File: config.mk
export PLATFORM = sky130hd
export DESIGN_NAME = instr_fetch_unit
export DESIGN_NICKNAME = d
export VERILOG_FILES = /design/src/rtl/instr_fetch_unit.sv
export SDC_FILE = /design/constraint.sdc
export NUM_CORES = 1
export LEC_CHECK = 0
export ABC_AREA = 0
export CORE_AREA = 2 2 129 131
export CTS_BUF_LIST = sky130_fd_sc_hd__clkbuf_8
export CTS_CLUSTER_SIZE = 40
export DETAILED_ROUTE_END_ITERATION = 10
export DIE_AREA = 0 0 131 133
export PLACE_DENSITY = 0.72
export SYNTH_ARGS = -nofsm -noshare
export SYNTH_HDL_FRONTEND = slang
export SYNTH_SLANG_ARGS = --single-unit
File: constraint.sdc
create_clock -name CLK -period 4 [get_ports CLK]
set_input_delay 0.8 -clock CLK [delete_from_list [all_inputs] [get_ports CLK]]
set_output_delay 0.8 -clock CLK [all_outputs]
set_load 0.005 [all_outputs]
File: src/rtl/instr_fetch_unit.sv
// ---------------------------------------------------------------------------
// instr_fetch_unit
// Fetches one instruction word at a time from instruction memory and holds it
// until the downstream stage consumes it.
//
// Ports
//   CLK, resetl            clock and asynchronous active-low reset
//   startPC   [63:0] in    first fetch address, taken in LOAD
//   NextPC    [63:0] in    next fetch address, taken on advance in HOLD
//   advance          in    downstream consumed the held instruction
//   imem_req_valid   out   read request valid
//   imem_req_ready   in    memory accepts the request
//   imem_addr [63:0] out   request address (equals CurrentPC)
//   imem_rsp_valid   in    read data valid
//   imem_rsp_data [31:0] in read instruction word
//   CurrentPC [63:0] out   PC register
//   Instruction [31:0] out held instruction
//   instr_valid      out   high exactly while holding an instruction
//   misaligned       out   sticky: fetch attempted with PC[1:0] != 0
//   timeout          out   sticky: no memory response within the wait window
// ---------------------------------------------------------------------------
module instr_fetch_unit (
    input  logic        CLK,
    input  logic        resetl,
    input  logic [63:0] startPC,
    input  logic [63:0] NextPC,
    input  logic        advance,
    output logic        imem_req_valid,
    input  logic        imem_req_ready,
    output logic [63:0] imem_addr,
    input  logic        imem_rsp_valid,
    input  logic [31:0] imem_rsp_data,
    output logic [63:0] CurrentPC,
    output logic [31:0] Instruction,
    output logic        instr_valid,
    output logic        misaligned,
    output logic        timeout
);

    localparam int unsigned CNT_W = 8;
    // Last wait cycle on which a response is still accepted; without one the
    // counter steps to 255 on this edge and the fetch faults.
    localparam logic [CNT_W-1:0] CNT_LAST = CNT_W'(254);

    typedef enum logic [2:0] {
        S_LOAD = 3'd0,
        S_REQ  = 3'd1,
        S_WAIT = 3'd2,
        S_HOLD = 3'd3,
        S_ERR  = 3'd4
    } state_t;

    state_t           state, state_nxt;
    logic [CNT_W-1:0] wait_cnt, wait_cnt_nxt;
    logic [63:0]      pc_nxt;
    logic [31:0]      instr_nxt;
    logic             instr_valid_nxt;
    logic             req_valid_nxt;
    logic             misaligned_nxt;
    logic             timeout_nxt;

    // State and output registers
    always_ff @(posedge CLK or negedge resetl) begin
        if (!resetl) begin
            state          <= S_LOAD;
            wait_cnt       <= '0;
            CurrentPC      <= '0;
            Instruction    <= '0;
            instr_valid    <= 1'b0;
            imem_req_valid <= 1'b0;
            misaligned     <= 1'b0;
            timeout        <= 1'b0;
        end else begin
            state          <= state_nxt;
            wait_cnt       <= wait_cnt_nxt;
            CurrentPC      <= pc_nxt;
            Instruction    <= instr_nxt;
            instr_valid    <= instr_valid_nxt;
            imem_req_valid <= req_valid_nxt;
            misaligned     <= misaligned_nxt;
            timeout        <= timeout_nxt;
        end
    end

    // Next-state and next-output logic
    always_comb begin
        state_nxt       = state;
        wait_cnt_nxt    = wait_cnt;
        pc_nxt          = CurrentPC;
        instr_nxt       = Instruction;
        instr_valid_nxt = instr_valid;
        misaligned_nxt  = misaligned;
        timeout_nxt     = timeout;

        case (state)
            S_LOAD: begin
                pc_nxt    = startPC;
                state_nxt = S_REQ;
            end
            S_REQ: begin
                if (CurrentPC[1:0] != 2'b00) begin
                    misaligned_nxt = 1'b1;
                    state_nxt      = S_ERR;
                end else if (imem_req_ready) begin
                    wait_cnt_nxt = '0;
                    state_nxt    = S_WAIT;
                end
            end
            S_WAIT: begin
                // A response always wins over the timeout on the same edge
                if (imem_rsp_valid) begin
                    instr_nxt       = imem_rsp_data;
                    instr_valid_nxt = 1'b1;
                    state_nxt       = S_HOLD;
                end else begin
                    wait_cnt_nxt = wait_cnt + CNT_W'(1);
                    if (wait_cnt == CNT_LAST) begin
                        timeout_nxt = 1'b1;
                        state_nxt   = S_ERR;
                    end
                end
            end
            S_HOLD: begin
                if (advance) begin
                    pc_nxt          = NextPC;
                    instr_valid_nxt = 1'b0;
                    state_nxt       = S_REQ;
                end
            end
            S_ERR: begin
                instr_valid_nxt = 1'b0;
            end
            default: begin
                state_nxt = S_ERR;
            end
        endcase

        // Request is raised on entry to REQ, so it is valid for the whole REQ
        // stay and never raised for a misaligned PC.
        req_valid_nxt = (state_nxt == S_REQ) && (pc_nxt[1:0] == 2'b00);
    end

    assign imem_addr = CurrentPC;

endmodule

Yosys cells after proc, flatten, opt, wreduce, memory -nomap -nowiden

Index checks and enable logic that the tools add are counted.

Flip-flop bits (word level): 111
Output and inout port bits: 164
Logic and storage cells: 50
Input bits: 165

Reduce and logical (&&, ||, !) cells: 13
Equal/unequal tests: 11
$add $sub $neg: 1
Mux-type cells: 15
Bitwise operators: 1

Operators by type and width:

| operator              | number |
|---|---|
| $pmux W64 S2          | 1 |
| $mux W64              | 1 |
| $mux W8               | 3 |
| $pmux W8 S2           | 1 |
| $mux W3               | 5 |
| $pmux W3 S5           | 1 |
| $ne A2 B2 Y1 const B  | 5 |
| $add A8 B1 Y8 const B | 1 |
| $eq A8 B8 Y1 const B  | 1 |
| $eq A3 B1 Y1 const B  | 2 |
| $eq A3 B2 Y1 const B  | 2 |
| $reduce_and A2 Y1     | 3 |
| $reduce_and A3 Y1     | 2 |
| $reduce_bool A2 Y1    | 3 |
| $reduce_and A4 Y1     | 1 |
| $eq A3 B3 Y1 const B  | 1 |
| $logic_not A3 Y1      | 1 |
| $pmux W1 S3           | 1 |
| $reduce_bool A3 Y1    | 1 |
| $logic_not A2 Y1      | 1 |
| $mux W1               | 2 |
| $logic_and A1 B1 Y1   | 1 |
| $not A1 Y1            | 1 |

Longest topological paths before layout

Depth in word-level cells: 6
Gate-level depth with buffers: 7
Mapped depth without buffers: 5

Worst setup path before layout

Ideal clock, no wire load.

Kind: input port to flip-flop
Start: in imem_rsp_valid
End: reg wait_cnt[7]
Data arrival time: 1.846 ns
Setup slack: 2.032 ns
Data required time: 3.878 ns
Cell stages on the path: 5
Library setup time: 0.122 ns
Path buffers: 1
Cell sequence: or4b_1 -> buf_2 -> nor4_4 -> xnor2_1 -> nor2_1

Cells in the longest elaborated chain, start to end: 2

RTL lines:

| element                     | RTL line | text |
|---|---|---|
| start: declaration          | 31       | `input logic imem_rsp_valid,` |
| $ne A2 B2 Y1 (no line)      | --       |  |
| $reduce_and A4 Y1 (no line) | --       |  |
| end signal: assignment      | 75       | `wait_cnt <= wait_cnt_nxt;` |
| end: declaration            | 54       | `logic [CNT_W-1:0] wait_cnt, wait_cnt_nxt;` |

No other way between the ends.
A chain may end at the register's enable or synchronous reset.

Final worst setup path

Start: in advance
End: reg CurrentPC[15]

Cells in the longest elaborated chain, start to end: 2

RTL lines:

| element                     | RTL line | text |
|---|---|---|
| start: declaration          | 27       | `input logic advance,` |
| $ne A2 B2 Y1 (no line)      | --       |  |
| $reduce_and A2 Y1 (no line) | --       |  |
| end signal: assignment      | 76       | `CurrentPC <= pc_nxt;` |
| end: declaration            | 33       | `output logic [63:0] CurrentPC,` |

No other way between the ends.

==> key figures <==
Status
  • Status: finished, final reports clean

Finish
  • Most frequent cells in the layout: clkdlybuf4s50_1, nand2_1, dfrtp_1, a22oi_1, mux2_2
  • Reg area: between 2000 and 3000 um2
  • Commonest non-fill, non-tap cell in the layout: clkdlybuf4s50_1
  • Layout cell share with drive strength beyond 1: 0.07856
  • Layout area overhead: 62.72%
  • Filler cells: 1506
  • Antenna fix cells: 0
  • Nets: roughly 910
  • Area occupied by multi-input gates: between 1500 and 2000 um2

Global route
  • Antenna violations before repair: 0
  • Overall Global Routing Usage: 0.1842
  • Largest net degree at the start of global routing: roughly 70
  • Global-route wire length before repair: 24.43 mm
  • GR Overflow Total: 0
  • Vias in the first global route: 4400

Floorplanning
  • Die Width: 131 um
  • Boundary Pins: 329
  • Die Ht: 133 um
  • Die ar.: 17420 um2
  • Starting Density: 0.3171
  • Core area: ~16000 um2
  • FP Rows: 47

Worst setup path
  • Critical Path Fanout Max: 37
  • Worst-path cell chain: clkdlybuf4s50_1 > and4b_2 > nor2_4 > buf_12 > nand2_1 > nand2_1
  • Slowest CP cell: nor2_4
  • Worst EP required: between 4 and 5 ns
  • Kind of critical path: primary input to register
  • Max incr delay on CP: around 0.64 ns
  • WP data arrival: 2.61 ns
  • CP endpoint kind: register
  • CP most frequent cell: nand2_1
  • FF-to-FF path depth: 6
  • CP Launch Type: primary input

Clocking
  • CTS tree: done
  • Clock root cell: clkbuf_8
  • Cts hold-fix bufs: 0
  • Clk Latency, worst-skew pair: 0.36 ns
  • Post_cts resized: 0
  • # Post-CTS Setup Buffers: 0
  • Clock Sinks: roughly 110
  • CTS H-tree depth: 3
  • CTS Buf Count: 9
  • CTS Buffer Depth: 2
  • CTS clk-pin slew, worst paths: 0.10 ns

Timing
  • Clk_skew: 0.006623 ns
  • Min Hold Slack: 0.4170 ns
  • Setup violators final: 0
  • Tcrit/Tclk final: 0.5766
  • Tightest Pin Transition: 0.8081 ns
  • Worst slew margin: 0.4600
  • Fin Setup TNS: 0 ns
  • Fmax: 433.5 MHz
  • Post-route minimum period: 2.307 ns
  • Hold Vio Cnt, Final: 0
  • RSZ-0062 raised after global routing: false
  • Max Slew Vio Count: 0

Synthesis
  • Mapped Cells: 493
  • Yosys top cell area share: 0.5416
  • Post-synth cell types: 39
  • Synth area leader: dfrtp_1
  • Cell area after synthesis: between 5000 and 6000 um2
  • Register bit total from synthesis: 111
  • Yosys warns: 0
  • Syn avg cell area: 10.40 um2
  • Sequential element share of the synthesized area: 0.5416
  • Synth area leaders: dfrtp_1, nand2_1, buf_4
  • Syn nets: 660

Drt
  • Routed Antenna Nets: 0
  • Vias/cell: ~4.6
  • Initial DRC Count: 201
  • DRC: 0
  • Total Wirelength: 16.46 mm
  • DR WL/cell: 16.95 um
  • Vias: 4470
  • Pre-antenna DRT Iters: 4

Power
  • PwrDens: 233.3 nW/um2
  • Static leakage: 3.735 nW
  • Worst VDD drop: 0.1434 mV

Placement
  • Hpwl dp: 12.60 mm
  • GPL Wtd Cong: 0.8015
  • Input/output buffers: 328

Min path
  • Hold WC Path Type: primary input to asynchronous set/reset pin

Flow run
  • Max-Cap Viols: 0
[report_power, final]
| group | switching (W) | total (W) | internal, W |
|---|---|---|---|
| clock network | 0.000379 | 0.000637 | 0.000259 |
| registers | 0 | 0.00112 | 0.00112 |
| logic | 0.0000466 | 0.000188 | 0.000142 |
[worst max-delay path: cells and delay by family]
family | cells | cell delay (ns)
buffers and inverters | 2 | 0.74
and+or+nand+nor | 4 | 1.04
[stage by stage]
step                setup slack (ns)  power (W)  cells    util  instance area (um2)
floorplan                      2.032   0.001146    493       -                 5129
global placement               1.335   0.001332    955  0.5046                 8160
detailed placement             1.290   0.001334    955  0.5046                 8160
CTS                            1.692   0.001983    971  0.5161                 8346
global route                   1.511   0.002030    971  0.5161                 8346
finish                         1.693   0.001947    971  0.5161                 8346
[area by class of cell]
| class | count | share of cell area |
|---|---|---|
| multi-input cells | 286 | 0.2087 |
| clock buffers | 11 | 0.01814 |
| flip-flops and latches | 111 | 0.3328 |
| inverters | 4 | 0.001799 |
| well taps | 220 | 0.03298 |
| repair buffers | 334 | 0.4015 |
| clock inverters | 5 | 0.004048 |
[sequential cells by signal, indices dropped and copies added, names as in the netlist]
name            count
CurrentPC          64
Instruction        32
wait_cnt            8
state               3
imem_req_valid      1
instr_valid         1
misaligned          1
timeout             1
[cells by family (layout without fill, tap and decap cells)]
family	count (synthesis)	after routing	share of synthesized area
simple gates	166	166	0.1381
flops	111	111	0.5416
buf+inv	96	354	0.1217
compound gates	81	81	0.1147
mux	33	33	0.07221
xor+xnor	4	4	0.006832
fa+ha+maj	2	2	0.004878
[synth_stat cells (all sizes together)]
master and instances:
a31o 1, buf 76, and2 2, xor2 2, nor2b 1, o21ai 8
a311oi 1, nand2 134, mux2i 1, inv 4, a22oi 62, o21a 1
nor3b 1, a32oi 2, clkbuf 16, a221oi 1, o31ai 1, nor4 1
ha 2, or4b 2, nor2 11, xnor2 2, nor3 2, and4b 1
dfrtp 111, or3 2, and4 1, nand3 3, nand4 3, o2bb2ai 1
mux2 32, nor4bb 1, a21oi 3, nand2b 1
[metal layers]
layer | GRT usage | part of all wire | up-vias
li1 | - | - | 2118
met1 | 0.2238 | 0.39 | 2157
met2 | 0.3270 | 0.52 | 182
met3 | 0.03397 | 0.076 | 13
met4 | 0.05733 | 0.012 | 0
met5 | 0 | 0 | -
[final timing paths]
kind | from | to | slack (ns)
min in group CLK | misaligned | misaligned | 0.50
min | resetl | instr_valid | 0.42
min reg2reg | misaligned | misaligned | 0.50
max reg2reg | state[0] | CurrentPC[15] | 1.74
max | advance | CurrentPC[15] | 1.69
max in group asynchronous | resetl | CurrentPC[54] | 2.82
No activity file was read; power rests on OpenSTA's default activity.
==> patch (same settings) <==
Take the reset off `Instruction` and load it in a clocked block of its own.
--- a/src/rtl/instr_fetch_unit.sv
+++ b/src/rtl/instr_fetch_unit.sv
@@ -65,7 +65,6 @@
             state          <= S_LOAD;
             wait_cnt       <= '0;
             CurrentPC      <= '0;
-            Instruction    <= '0;
             instr_valid    <= 1'b0;
             imem_req_valid <= 1'b0;
             misaligned     <= 1'b0;
@@ -74,12 +73,15 @@
             state          <= state_nxt;
             wait_cnt       <= wait_cnt_nxt;
             CurrentPC      <= pc_nxt;
-            Instruction    <= instr_nxt;
             instr_valid    <= instr_valid_nxt;
             imem_req_valid <= req_valid_nxt;
             misaligned     <= misaligned_nxt;
             timeout        <= timeout_nxt;
         end
+    end
+
+    always_ff @(posedge CLK) begin
+        Instruction <= instr_nxt;
     end
 
     // Next-state and next-output logic
Function: differs if resetl is asserted again (counterexample within 4 cycles, from zero or initial values and one cycle with resetl low); with resetl held inactive, the same outputs for 4 cycles.
==> patch against the original RTL <==
Sequential cell count unchanged; register-to-register slack improved by 190 ps; wire length decreased by 3.3%; sequential share of layout area increased by 2.3 points; final area decreased by 0.94%; via count decreased by 3.6%; maximum frequency decreased by 0.46%; synthesized cell count decreased by 6.5%; synthesized area decreased by 2.4%; largest cell class unchanged; utilization decreased by 0.49 points; setup slack got worse by 11 ps.
Power is not compared: it rests on default switching activity, and its combinational part moved more than twofold at a synthesized area within 25%.
==> patch: results <==
group,metric,value,unit
cts,clk_latency,380,ps
layout,inverters,68,
placed_design,dpl.hpwl,11770,um
layout,fin_nets,883,
route,num_vias,4308,
logic_synthesis,synth_common_cells,"79 x dfrtp_1, 68 x inv_1, 68 x o21ai_0",
layout,drive_gt1_share,4.577,%
logic_synthesis,synthTopCellsByArea,"dfrtp_1 39%, edfxtp_1 19%, buf_4 9.6%",
placed_design,gp_congestion,0.8137,
worst_hold_path,hp-class,"flip-flop to flip-flop",
logic_synthesis,seq_area_frac_synth,58.67,%
setup_path,worst_ep_arrival_time,2580,ps
logic_synthesis,synthXorXnorAreaFrac,0,%
route,dr_wl_met2,7860,um
layout,stdcell_count,941,
route,routed-wl-met3,1365,um
logic_synthesis,synthDominantCellAreaShare,39.48,%
logic_synthesis,synth_cells,461,
status,outcome,"finished clean",
setup_path,slowest_stage,"a21oi_4",
logic_synthesis,synth-edff-count,32,
layout,buf_share,40.44,%
layout,sh_seq_area,35.54,%
global_routing,grt_max_degree,80,
placed_design,placed_area,0.008063,mm2
setup_path,crit_family,"buffers and inverters",
route,wl_met1,6320,um
global_routing,grt_use_met2,29.56,%
logic_synthesis,synth_flop_cell,"dfrtp_1",
route,drt_iter0_markers,204,
sta,finClkSkew,11.29,ps
placed_design,placed_cells,925,
global_routing,grtUsageMet1,21.76,%
route,highest_layer,"met4",
route,routed_wl,15920,um
layout,fillers,1459,
global_routing,met3_usage,4.044,%
cts,cts_max_level,3,
global_routing,first_global_vias,4203,
global_routing,grt_usage,17.65,%
setup_path,slowest_delay,630,ps
layout,nMultiInputCombCells,193,
layout,multi_input_area_share,15.14,%
logic_synthesis,async_reset_ff_share,71.17,%
[patch: kinds of logic after synthesis]
kind of cell,count (synthesis)
buf+inv,157
compound gates,155
flops,111
simple gates,35
fa+ha+maj,2
mux,1
[patch: path summary, 6_finish.rpt]
check                         start       endpoint  slack (ps)  depth (start not counted)
setup / recovery            advance  CurrentPC[31]        1680                          5
hold / removal              timeout        timeout         480                          1
setup reg to reg           state[0]  CurrentPC[31]        1930                          4
hold reg to reg             timeout        timeout         480                          1
max in group asynchronous    resetl  CurrentPC[61]        2750                          1
min in group asynchronous    resetl  CurrentPC[29]         580                          1
[patch: stage by stage]
step / setup WS [ps] / hold WS, ps / util (%)
6_report: 1683 / 479.8 / 51.12
5_1_grt: 1541 / 512.5 / 51.12
4_1_cts: 1672 / 485.6 / 51.12
3_5_place_dp: 1229 / 460.9 / 49.86
3_3_place_gp: 1313 / 464.3 / 49.86
2_1_floorplan: 1226 / 464.8 / -
